--- config.mk ---
export PLATFORM = sky130hd
export DESIGN_NAME = uart_flat_io_wrapper
export DESIGN_NICKNAME = d
export VERILOG_FILES = /design/src/rtl/uart_io_pkg.sv /design/src/rtl/uart_tx_serializer.sv /design/src/rtl/uart_flat_io_wrapper.sv
export SDC_FILE = /design/constraint.sdc
export NUM_CORES = 1
export LEC_CHECK = 0
export ABC_AREA = 1
export CAP_MARGIN = 10
export CELL_PAD_IN_SITES_DETAIL_PLACEMENT = 0
export CELL_PAD_IN_SITES_GLOBAL_PLACEMENT = 1
export CORE_ASPECT_RATIO = 0.75
export CORE_MARGIN = 4
export CORE_UTILIZATION = 40
export CTS_CLUSTER_DIAMETER = 50
export DETAILED_ROUTE_END_ITERATION = 16
export PLACE_DENSITY_LB_ADDON = 0.1
export REMOVE_ABC_BUFFERS = 1
export SYNTH_ARGS = -nofsm -noshare
export SYNTH_HDL_FRONTEND = slang
export SYNTH_SLANG_ARGS = --single-unit
--- constraint.sdc ---
create_clock -name clk -period 1.9 [get_ports clk]
set_clock_uncertainty 0.1 [all_clocks]
set_input_delay 0.38 -clock clk [delete_from_list [all_inputs] [get_ports clk]]
set_output_delay 0.38 -clock clk [all_outputs]
set_load 0.03 [all_outputs]
--- src/rtl/uart_io_pkg.sv ---
// Shared state encodings and 8N1 frame constants for the
// flat-I/O UART wrapper and its transmit serializer.
package uart_io_pkg;

    typedef enum logic [1:0] {
        COLLECT,
        PRESENT,
        AWAIT,
        TRANSMIT
    } io_state_t;

    typedef enum logic [2:0] {
        RX_IDLE,
        RX_START,
        RX_DATA,
        RX_STOP,
        RX_WAIT
    } rx_state_t;

    localparam int unsigned DataBits  = 8;
    localparam int unsigned StopBits  = 1;
    localparam int unsigned FrameBits = 1 + DataBits + StopBits;

endpackage

--- src/rtl/uart_tx_serializer.sv ---
// Bit-serial 8N1 transmitter: takes one byte per valid/ready
// handshake and shifts start, data (LSB first) and stop bits out.
module uart_tx_serializer
    import uart_io_pkg::*;
#(
    parameter int unsigned ClocksPerBaud = 8
) (
    input  logic                clk,
    input  logic                rst_n,
    input  logic [DataBits-1:0] tx_byte,
    input  logic                tx_valid,
    output logic                tx_ready,
    output logic                tx_out
);

    localparam int unsigned BaudW = $clog2(ClocksPerBaud);
    localparam int unsigned BitW  = $clog2(FrameBits);
    localparam logic [BaudW-1:0] BaudLast = BaudW'(ClocksPerBaud - 1);
    localparam logic [BitW-1:0]  BitLast  = BitW'(FrameBits - 1);

    logic [FrameBits-1:0] shreg;
    logic [BaudW-1:0]     baud_cnt;
    logic [BitW-1:0]      bits_left;
    logic                 busy;
    logic                 bit_end;

    assign bit_end = (baud_cnt == '0);
    // Ready during the final stop-bit cycle keeps bytes back-to-back.
    assign tx_ready = !busy || (bit_end && (bits_left == '0));
    assign tx_out   = shreg[0];

    always_ff @(posedge clk or negedge rst_n) begin
        if (!rst_n) begin
            shreg     <= '1;
            baud_cnt  <= '0;
            bits_left <= '0;
            busy      <= 1'b0;
        end else if (tx_valid && tx_ready) begin
            shreg     <= {{StopBits{1'b1}}, tx_byte, 1'b0};
            baud_cnt  <= BaudLast;
            bits_left <= BitLast;
            busy      <= 1'b1;
        end else if (busy) begin
            if (!bit_end) begin
                baud_cnt <= baud_cnt - 1'b1;
            end else if (bits_left == '0) begin
                busy <= 1'b0;
            end else begin
                shreg     <= {1'b1, shreg[FrameBits-1:1]};
                bits_left <= bits_left - 1'b1;
                baud_cnt  <= BaudLast;
            end
        end
    end

endmodule

--- src/rtl/uart_flat_io_wrapper.sv ---
// UART front end for a compute block: gathers rx bytes into a flat
// input frame, hands it off, then serializes the flat result frame.
module uart_flat_io_wrapper
    import uart_io_pkg::*;
#(
    parameter int unsigned ClocksPerBaud = 8,
    parameter int unsigned InputBytes    = 1,
    parameter int unsigned OutputBytes   = 4,
    parameter int unsigned TimeoutBauds  = 64
) (
    input  logic                     clk,
    input  logic                     rst_n,
    input  logic                     rx_in,
    output logic                     tx_out,
    output logic                     clear_to_send_out_n,
    output logic [8*InputBytes-1:0]  flat_input,
    output logic                     flat_input_valid,
    input  logic                     flat_input_ready,
    input  logic [8*OutputBytes-1:0] flat_output,
    input  logic                     flat_output_valid,
    output logic                     flat_output_ready,
    output logic                     rx_error,
    output logic                     rx_timeout
);

    localparam int unsigned BaudW     = $clog2(ClocksPerBaud);
    localparam int unsigned RxBitW    = $clog2(DataBits);
    localparam int unsigned CntW      = $clog2(InputBytes + 1);
    localparam int unsigned OIdxW     = $clog2(OutputBytes + 1);
    localparam int unsigned TmoCycles = TimeoutBauds * ClocksPerBaud;
    localparam int unsigned TmoW      =
        (TmoCycles > 0) ? $clog2(TmoCycles + 1) : 1;

    localparam logic [BaudW-1:0]  BaudLast  = BaudW'(ClocksPerBaud - 1);
    localparam logic [BaudW-1:0]  BaudHalf  = BaudW'(ClocksPerBaud / 2 - 1);
    localparam logic [RxBitW-1:0] RxBitLast = RxBitW'(DataBits - 1);
    localparam logic [CntW-1:0]   CntLast   = CntW'(InputBytes - 1);
    localparam logic [OIdxW-1:0]  OIdxEnd   = OIdxW'(OutputBytes);
    localparam logic [TmoW-1:0]   TmoLast   = TmoW'(TmoCycles - 1);

    logic rx_s1, rx_sync;

    rx_state_t           rx_st, rx_st_d;
    logic [BaudW-1:0]    rx_baud, rx_baud_d;
    logic [RxBitW-1:0]   rx_bits, rx_bits_d;
    logic [DataBits-1:0] rx_shift, rx_shift_d;
    logic                rx_done, rx_ferr;

    io_state_t               state, state_d;
    logic [CntW-1:0]         byte_cnt;
    logic [TmoW-1:0]         tmo_cnt;
    logic [8*OutputBytes-1:0] out_reg;
    logic [OIdxW-1:0]        out_idx;
    logic                    store, last_in, tmo_run, tmo_fire;

    logic [DataBits-1:0] tx_byte;
    logic                tx_valid, tx_ready;

    always_ff @(posedge clk or negedge rst_n) begin
        if (!rst_n) begin
            rx_s1   <= 1'b1;
            rx_sync <= 1'b1;
        end else begin
            rx_s1   <= rx_in;
            rx_sync <= rx_s1;
        end
    end

    always_ff @(posedge clk or negedge rst_n) begin
        if (!rst_n) begin
            rx_st    <= RX_IDLE;
            rx_baud  <= '0;
            rx_bits  <= '0;
            rx_shift <= '0;
        end else begin
            rx_st    <= rx_st_d;
            rx_baud  <= rx_baud_d;
            rx_bits  <= rx_bits_d;
            rx_shift <= rx_shift_d;
        end
    end

    always_comb begin
        rx_st_d    = rx_st;
        rx_baud_d  = rx_baud;
        rx_bits_d  = rx_bits;
        rx_shift_d = rx_shift;
        rx_done    = 1'b0;
        rx_ferr    = 1'b0;
        unique case (rx_st)
            RX_IDLE: begin
                if (!rx_sync) begin
                    rx_st_d   = RX_START;
                    rx_baud_d = BaudHalf;
                end
            end
            RX_START: begin
                if (rx_baud != '0) begin
                    rx_baud_d = rx_baud - 1'b1;
                end else if (rx_sync) begin
                    rx_st_d = RX_IDLE;
                end else begin
                    rx_st_d   = RX_DATA;
                    rx_baud_d = BaudLast;
                    rx_bits_d = '0;
                end
            end
            RX_DATA: begin
                if (rx_baud != '0) begin
                    rx_baud_d = rx_baud - 1'b1;
                end else begin
                    rx_shift_d = {rx_sync, rx_shift[DataBits-1:1]};
                    rx_baud_d  = BaudLast;
                    if (rx_bits == RxBitLast) rx_st_d = RX_STOP;
                    else rx_bits_d = rx_bits + 1'b1;
                end
            end
            RX_STOP: begin
                if (rx_baud != '0) begin
                    rx_baud_d = rx_baud - 1'b1;
                end else if (rx_sync) begin
                    rx_done = 1'b1;
                    rx_st_d = RX_IDLE;
                end else begin
                    rx_ferr = 1'b1;
                    rx_st_d = RX_WAIT;
                end
            end
            RX_WAIT: begin
                if (rx_sync) rx_st_d = RX_IDLE;
            end
            default: rx_st_d = RX_IDLE;
        endcase
    end

    assign store    = rx_done && (state == COLLECT);
    assign last_in  = (byte_cnt == CntLast);
    // Idle time only accrues while a partial frame waits on a quiet line.
    assign tmo_run  = (TimeoutBauds != 0) && (state == COLLECT) &&
                      (byte_cnt != '0) && (rx_st == RX_IDLE) && rx_sync;
    assign tmo_fire = tmo_run && (tmo_cnt == TmoLast);

    always_comb begin
        state_d             = state;
        clear_to_send_out_n = 1'b1;
        flat_input_valid    = 1'b0;
        flat_output_ready   = 1'b0;
        tx_valid            = 1'b0;
        unique case (state)
            COLLECT: begin
                clear_to_send_out_n = 1'b0;
                if (store && last_in) state_d = PRESENT;
            end
            PRESENT: begin
                flat_input_valid = 1'b1;
                if (flat_input_ready) state_d = AWAIT;
            end
            AWAIT: begin
                flat_output_ready = 1'b1;
                if (flat_output_valid) state_d = TRANSMIT;
            end
            TRANSMIT: begin
                tx_valid = (out_idx != OIdxEnd);
                if (!tx_valid && tx_ready) state_d = COLLECT;
            end
            default: state_d = COLLECT;
        endcase
    end

    always_comb begin
        tx_byte = '0;
        for (int j = 0; j < OutputBytes; j++) begin
            if (out_idx == OIdxW'(j)) tx_byte = out_reg[8*j +: 8];
        end
    end

    always_ff @(posedge clk or negedge rst_n) begin
        if (!rst_n) begin
            state      <= COLLECT;
            byte_cnt   <= '0;
            tmo_cnt    <= '0;
            flat_input <= '0;
            out_reg    <= '0;
            out_idx    <= '0;
            rx_error   <= 1'b0;
            rx_timeout <= 1'b0;
        end else begin
            state      <= state_d;
            rx_error   <= rx_ferr && (state == COLLECT);
            rx_timeout <= tmo_fire;
            if (store) begin
                for (int i = 0; i < InputBytes; i++) begin
                    if (byte_cnt == CntW'(i)) flat_input[8*i +: 8] <= rx_shift;
                end
                byte_cnt <= last_in ? '0 : byte_cnt + 1'b1;
            end else if (tmo_fire) begin
                byte_cnt <= '0;
            end
            if (tmo_run && !tmo_fire) tmo_cnt <= tmo_cnt + 1'b1;
            else tmo_cnt <= '0;
            if ((state == AWAIT) && flat_output_valid) begin
                out_reg <= flat_output;
                out_idx <= '0;
            end else if (tx_valid && tx_ready) begin
                out_idx <= out_idx + 1'b1;
            end
        end
    end

    uart_tx_serializer #(
        .ClocksPerBaud(ClocksPerBaud)
    ) u_tx (
        .clk     (clk),
        .rst_n   (rst_n),
        .tx_byte (tx_byte),
        .tx_valid(tx_valid),
        .tx_ready(tx_ready),
        .tx_out  (tx_out)
    );

endmodule

# Word level (Yosys, flattened, before mapping)
# Cells that the tools add are included.
[totals]
regBits = 95
output_inout_bits = 14
word_cells = 153
[op_classes]
addsub = 7
n_eq_ne = 29
muxes = 61
bitwise_logic = 2
reduce_logical = 36
[ops]
columns = ["op", "count"]
rows = [
  ["3-bit 2-to-1 mux", 22],
  ["10-bit 2-to-1 mux", 5],
  ["8-bit 2-to-1 mux", 4],
  ["2-bit inequality test (second input constant)", 13],
  ["1-bit 2-to-1 mux", 17],
  ["4-bit 2-to-1 mux", 4],
  ["3-bit case mux with 5 select lines", 1],
  ["3-bit by 2-bit equality test with 1-bit output (second input constant)", 4],
  ["1-bit logical AND", 12],
  ["3-bit case mux with 4 select lines", 1],
  ["10-bit by 1-bit adder with 10-bit output (second input constant)", 1],
  ["10-bit by 9-bit equality test with 1-bit output (second input constant)", 1],
  ["2-bit 2-to-1 mux", 5],
  ["2-bit nonzero test", 5],
  ["3-bit zero test", 3],
  ["3-bit inequality test (second input constant)", 3],
  ["2-bit case mux with 4 select lines", 1],
  ["4-bit AND reduction", 2],
  ["3-bit by 1-bit adder with 3-bit output (second input constant)", 2],
  ["3-bit by 1-bit equality test with 1-bit output (second input constant)", 2],
  ["3-bit equality test (second input constant)", 2],
  ["3-bit case mux with 2 select lines", 1],
  ["2-bit AND reduction", 3],
  ["6-bit AND reduction", 1],
  ["15 further kinds", 20],
]

# Depth between registers and ports, before layout
[logic_depth]
word_depth = 8
ltp_mapped = 11
mapped_depth_nobuf = 10

# Hierarchy
# Synthesis repeated with hierarchy kept, for this count alone.
[hier_totals]
hier_cells = 471
area_unflattened_um2 = 4205.3
[by_module_without_submodules]
columns = ["module", "n_inst", "cells_each", "area_per_inst_um2", "seq_area_each_um2"]
rows = [
  ["uart_flat_io_wrapper", 1, 358, 3284.4, 1629.1],
  ["uart_tx_serializer", 1, 113, 920.9, 436.7],
]

# Worst setup path after synthesis
# Ideal clock, no wire load.
[synth_path]
kind = "register to register"
from = "register state[0]"
to = "register out_reg[11]"
setup_time_ns = 0.066
t_arrival_ns = 1.719
slack_ns = 0.015
stages_incl_launch_ff = 9
path_buffers = 2
synth_period_minus_slack_ns = 1.885
path_cell_list = "dfrtp_1 -> inv_1 -> ha_1 -> nand2_1 -> inv_1 -> buf_2 -> buf_2 -> nand2_1 -> nand2_1"
[synth_between]
elab_chain_cells = 2
[synth_rtl]
columns = ["item", "line", "rtl"]
rows = [
  ["from (decl)", "uart_flat_io_wrapper.sv:49", "io_state_t state, state_d;"],
  ["from (signal assigned)", "uart_flat_io_wrapper.sv:188", "state <= state_d;"],
  ["2-bit equality test", "uart_flat_io_wrapper.sv:201", "if ((state == AWAIT) && flat_output_valid) begin"],
  ["1-bit logical AND", "uart_flat_io_wrapper.sv:201", ""],
  ["to (signal assigned)", "uart_flat_io_wrapper.sv:202", "out_reg <= flat_output;"],
  ["to (decl)", "uart_flat_io_wrapper.sv:52", "logic [8*OutputBytes-1:0] out_reg;"],
]
# No other way between the ends.
# A chain may end at the register's enable or synchronous reset.

# Final worst setup path
[layout_path]
from = "register flat_input[6]"
to = "output port flat_input[6]"
[layout_lines]
columns = ["item", "line", "rtl"]
rows = [
  ["from (decl)", "uart_flat_io_wrapper.sv:16", "output logic [8*InputBytes-1:0] flat_input,"],
  ["from (signal, indexed assignment)", "uart_flat_io_wrapper.sv:193", "if (byte_cnt == CntW'(i)) flat_input[8*i +: 8] <= rx_shift;"],
]
# No word-level cell between the ends.

==> metrics.md <==
| Metric | Value |
|---|---|
| Status | `finished clean` |
| Worst setup EP type | `output port` |
| Startpoint Class | `register` |
| Post-Syn Instances | `519` |
| Layout area overhead | `25.0%` |
| Core ar. | `9850 um2` |
| CTS Sinks | `82` |
| Routed Antenna Nets | `0` |
| Vias in the first global route | `3,244` |
| IO buf count | `49` |
| Post-route minimum period | `1860 ps` |
| Iter 0 DRT Violations | `195` |
| TritonCTS buffer count | `9` |
| Slowest library cell on the worst path | `clkdlybuf4s50_1` |
| ANT cells | `0` |
| Clk_lat worst skew | `330 ps` |
| Starting density of the core | `0.418` |
| Die height | `95.9 um` |
| Most common cell after layout, fill and taps aside | `nand2_1` |
| Util after Layout | `0.523` |
| Crit path cell chain | `clkdlybuf4s50_1` |
| Synth top area share | `0.431` |
| Dominant cell type by area after synthesis | `dfrtp_1` |
| Most frequent cells in the layout | `nand2_1, dfrtp_1, inv_1` |
| Total overflow reported by the global router | `0` |
| Power per Cell Area | `1430 nW/um2` |
| Critical Path RT | `1420 ps` |
| Routed length per placed instance | `11.9 um` |
| Total die area | `about 12,000 um2` |
| Final WS setup | `44.1 ps` |
| Fmax | `roughly 540 MHz` |
| Final hold violations | `0` |
| Share of cells above drive strength 1 | `0.120` |
| Total GRT Usage | `0.157` |
| RD Place Congestion | `0.808` |
| Top post-synthesis cells by area | `dfrtp_1, nand2_1, dfstp_2` |
| Hold slack | `between 200 and 300 ps` |
| Clk pin slew, worst setup/hold paths | `60 ps` |
| Unrepaired setup endpoints after global routing | `no` |
| Worst Hold Class | `reg2reg` |
| Final setup viols | `0` |
| First-pass GRT wire length | `~15 mm` |
| Crit path DAT | `roughly 1400 ps` |
| Max FFs per register | `32` |
| Yosys reg bits | `82` |
| Overall Power | `about 7.4 mW` |
| DP Wirelength | `6.31 mm` |
| Final net count | `approximately 630` |
| Initial antenna violation count | `0` |
| Buf/Inv on CP | `1` |
| Drc violations | `0` |
| Top Family by Delay on Critical Path | `buffers and inverters` |
| Final WL | `8.48 mm` |
| Crit share post-route | `0.977` |
| Number of max-cap violations | `0` |
| CTS tree | `done` |
| H-tree depth | `3` |
| Rows | `31` |
| Peak supply drop | `0.641 mV` |
| Setup CP Type | `reg2out` |
| Avg Vias per Cell | `4.58` |
| Top Ports | `between 50 and 60` |
| Vias | `3,273` |
| Synth Area per Inst | `between 7 and 8 um2` |
| CP max stage delay | `680 ps` |
| CTS max path bufs | `2` |
| Setup WS pre-CTS | `slightly above 100 ps` |
| Root buffer cell | `clkbuf_16` |
| Worst Path Max Fanout | `2` |
| Synthesized cell area | `4120 um2` |
| DRT Pass-1 Iters | `4` |
| Die width | `between 100 and 150 um` |
| Postcts setup bufs | `0` |
| Seq/Total Area, Yosys | `0.501` |
| FILL cells | `roughly 950` |
| Pin count of the biggest net entering global routing | `39` |
| Leakage Power | `roughly 2.7 nW` |
| Ys Warns | `0` |
| Distinct cells, synth | `31` |
| Slew Viols, Final | `0` |
-- cells by family after synthesis --
group / synth area share
AO/OA/AOI/OAI: 0.0965
XOR/XNOR: 0.00425
adder cells (fa/ha/maj): 0.0546
buffers and inverters: 0.0895
flip-flops: 0.501
other: 0.000910
AND/OR/NAND/NOR: 0.253
-- power breakdown --
group,switching [mW],total [mW],internal [mW]
Sequential,0.316,2.73,2.41
Clock,0.695,1.84,1.15
Combinational,1.79,2.81,1.02
-- cell usage after synthesis (all sizes together) --
cell    number
xor2         1
o21a         1
or2          1
a31oi        1
inv         76
dfstp       11
xnor2        1
clkbuf       5
nor2        38
conb         1
buf         10
nand2      189
o21ai       57
o22ai        2
dfrtp       71
a21oi        9
nor3         2
a22oi        1
ha          18
nand4       11
nand3       13
-- cell type report --
| class | instances | area [um2] | share of cell area |
|---|---|---|---|
| well taps | 132 | 165 | 0.0321 |
| clock buffers | 9 | 225 | 0.0437 |
| repair buffers | 63 | 612 | 0.119 |
| flip-flops and latches | 82 | 2070 | 0.401 |
| inverters | 76 | 285 | 0.0554 |
| clock inverters | 7 | 93.8 | 0.0182 |
| multi-input cells | 346 | 1710 | 0.331 |
-- metal layers --
metal / track usage / up-vias / part of all wire
met1: 0.218 / 1491 / 0.52
met4: 0.0523 / 0 / 0.013
met3: 0.0433 / 9 / 0.042
met2: 0.238 / 54 / 0.42
li1: - / 1719 / -
met5: 0 / - / 0
-- through the flow --
stage / TNS [ps] / cell area (um2) / cells
2_1_floorplan: -15040 / 4040 / 504
3_3_place_gp: 0 / 4810 / 698
3_5_place_dp: 0 / 4810 / 698
4_1_cts: 0 / 5140 / 715
5_1_grt: 0 / 5150 / 715
6_report: 0 / 5150 / 715
-- path summary, 6_finish.rpt --
check,from,cells after the start,end,slack [ps]
min in group asynchronous,rst_n,2,out_reg[24]$_DFFE_PN0P_,410
hold / removal,rx_s1$_DFF_PN1_,0,rx_sync$_DFF_PN1_,260
max in group asynchronous,rst_n,3,u_tx.shreg[0]$_DFFE_PN1P_,650
setup / recovery,flat_input[6]$_DFFE_PN0P_,1,flat_input[6],40
hold reg to reg,rx_s1$_DFF_PN1_,0,rx_sync$_DFF_PN1_,260
setup reg to reg,u_tx.baud_cnt[0]$_DFFE_PN0P_,10,u_tx.shreg[8]$_DFFE_PN1P_,180
-- timing repair --
item | 4_1_cts | 5_1_grt
endpoints found under the hold margin | 18 | 0
hold buffers | 1 | 0
endpoints found under the setup margin | 2 | 12
resized for setup | 2 | 10
Power figures use the tool's default switching activity.
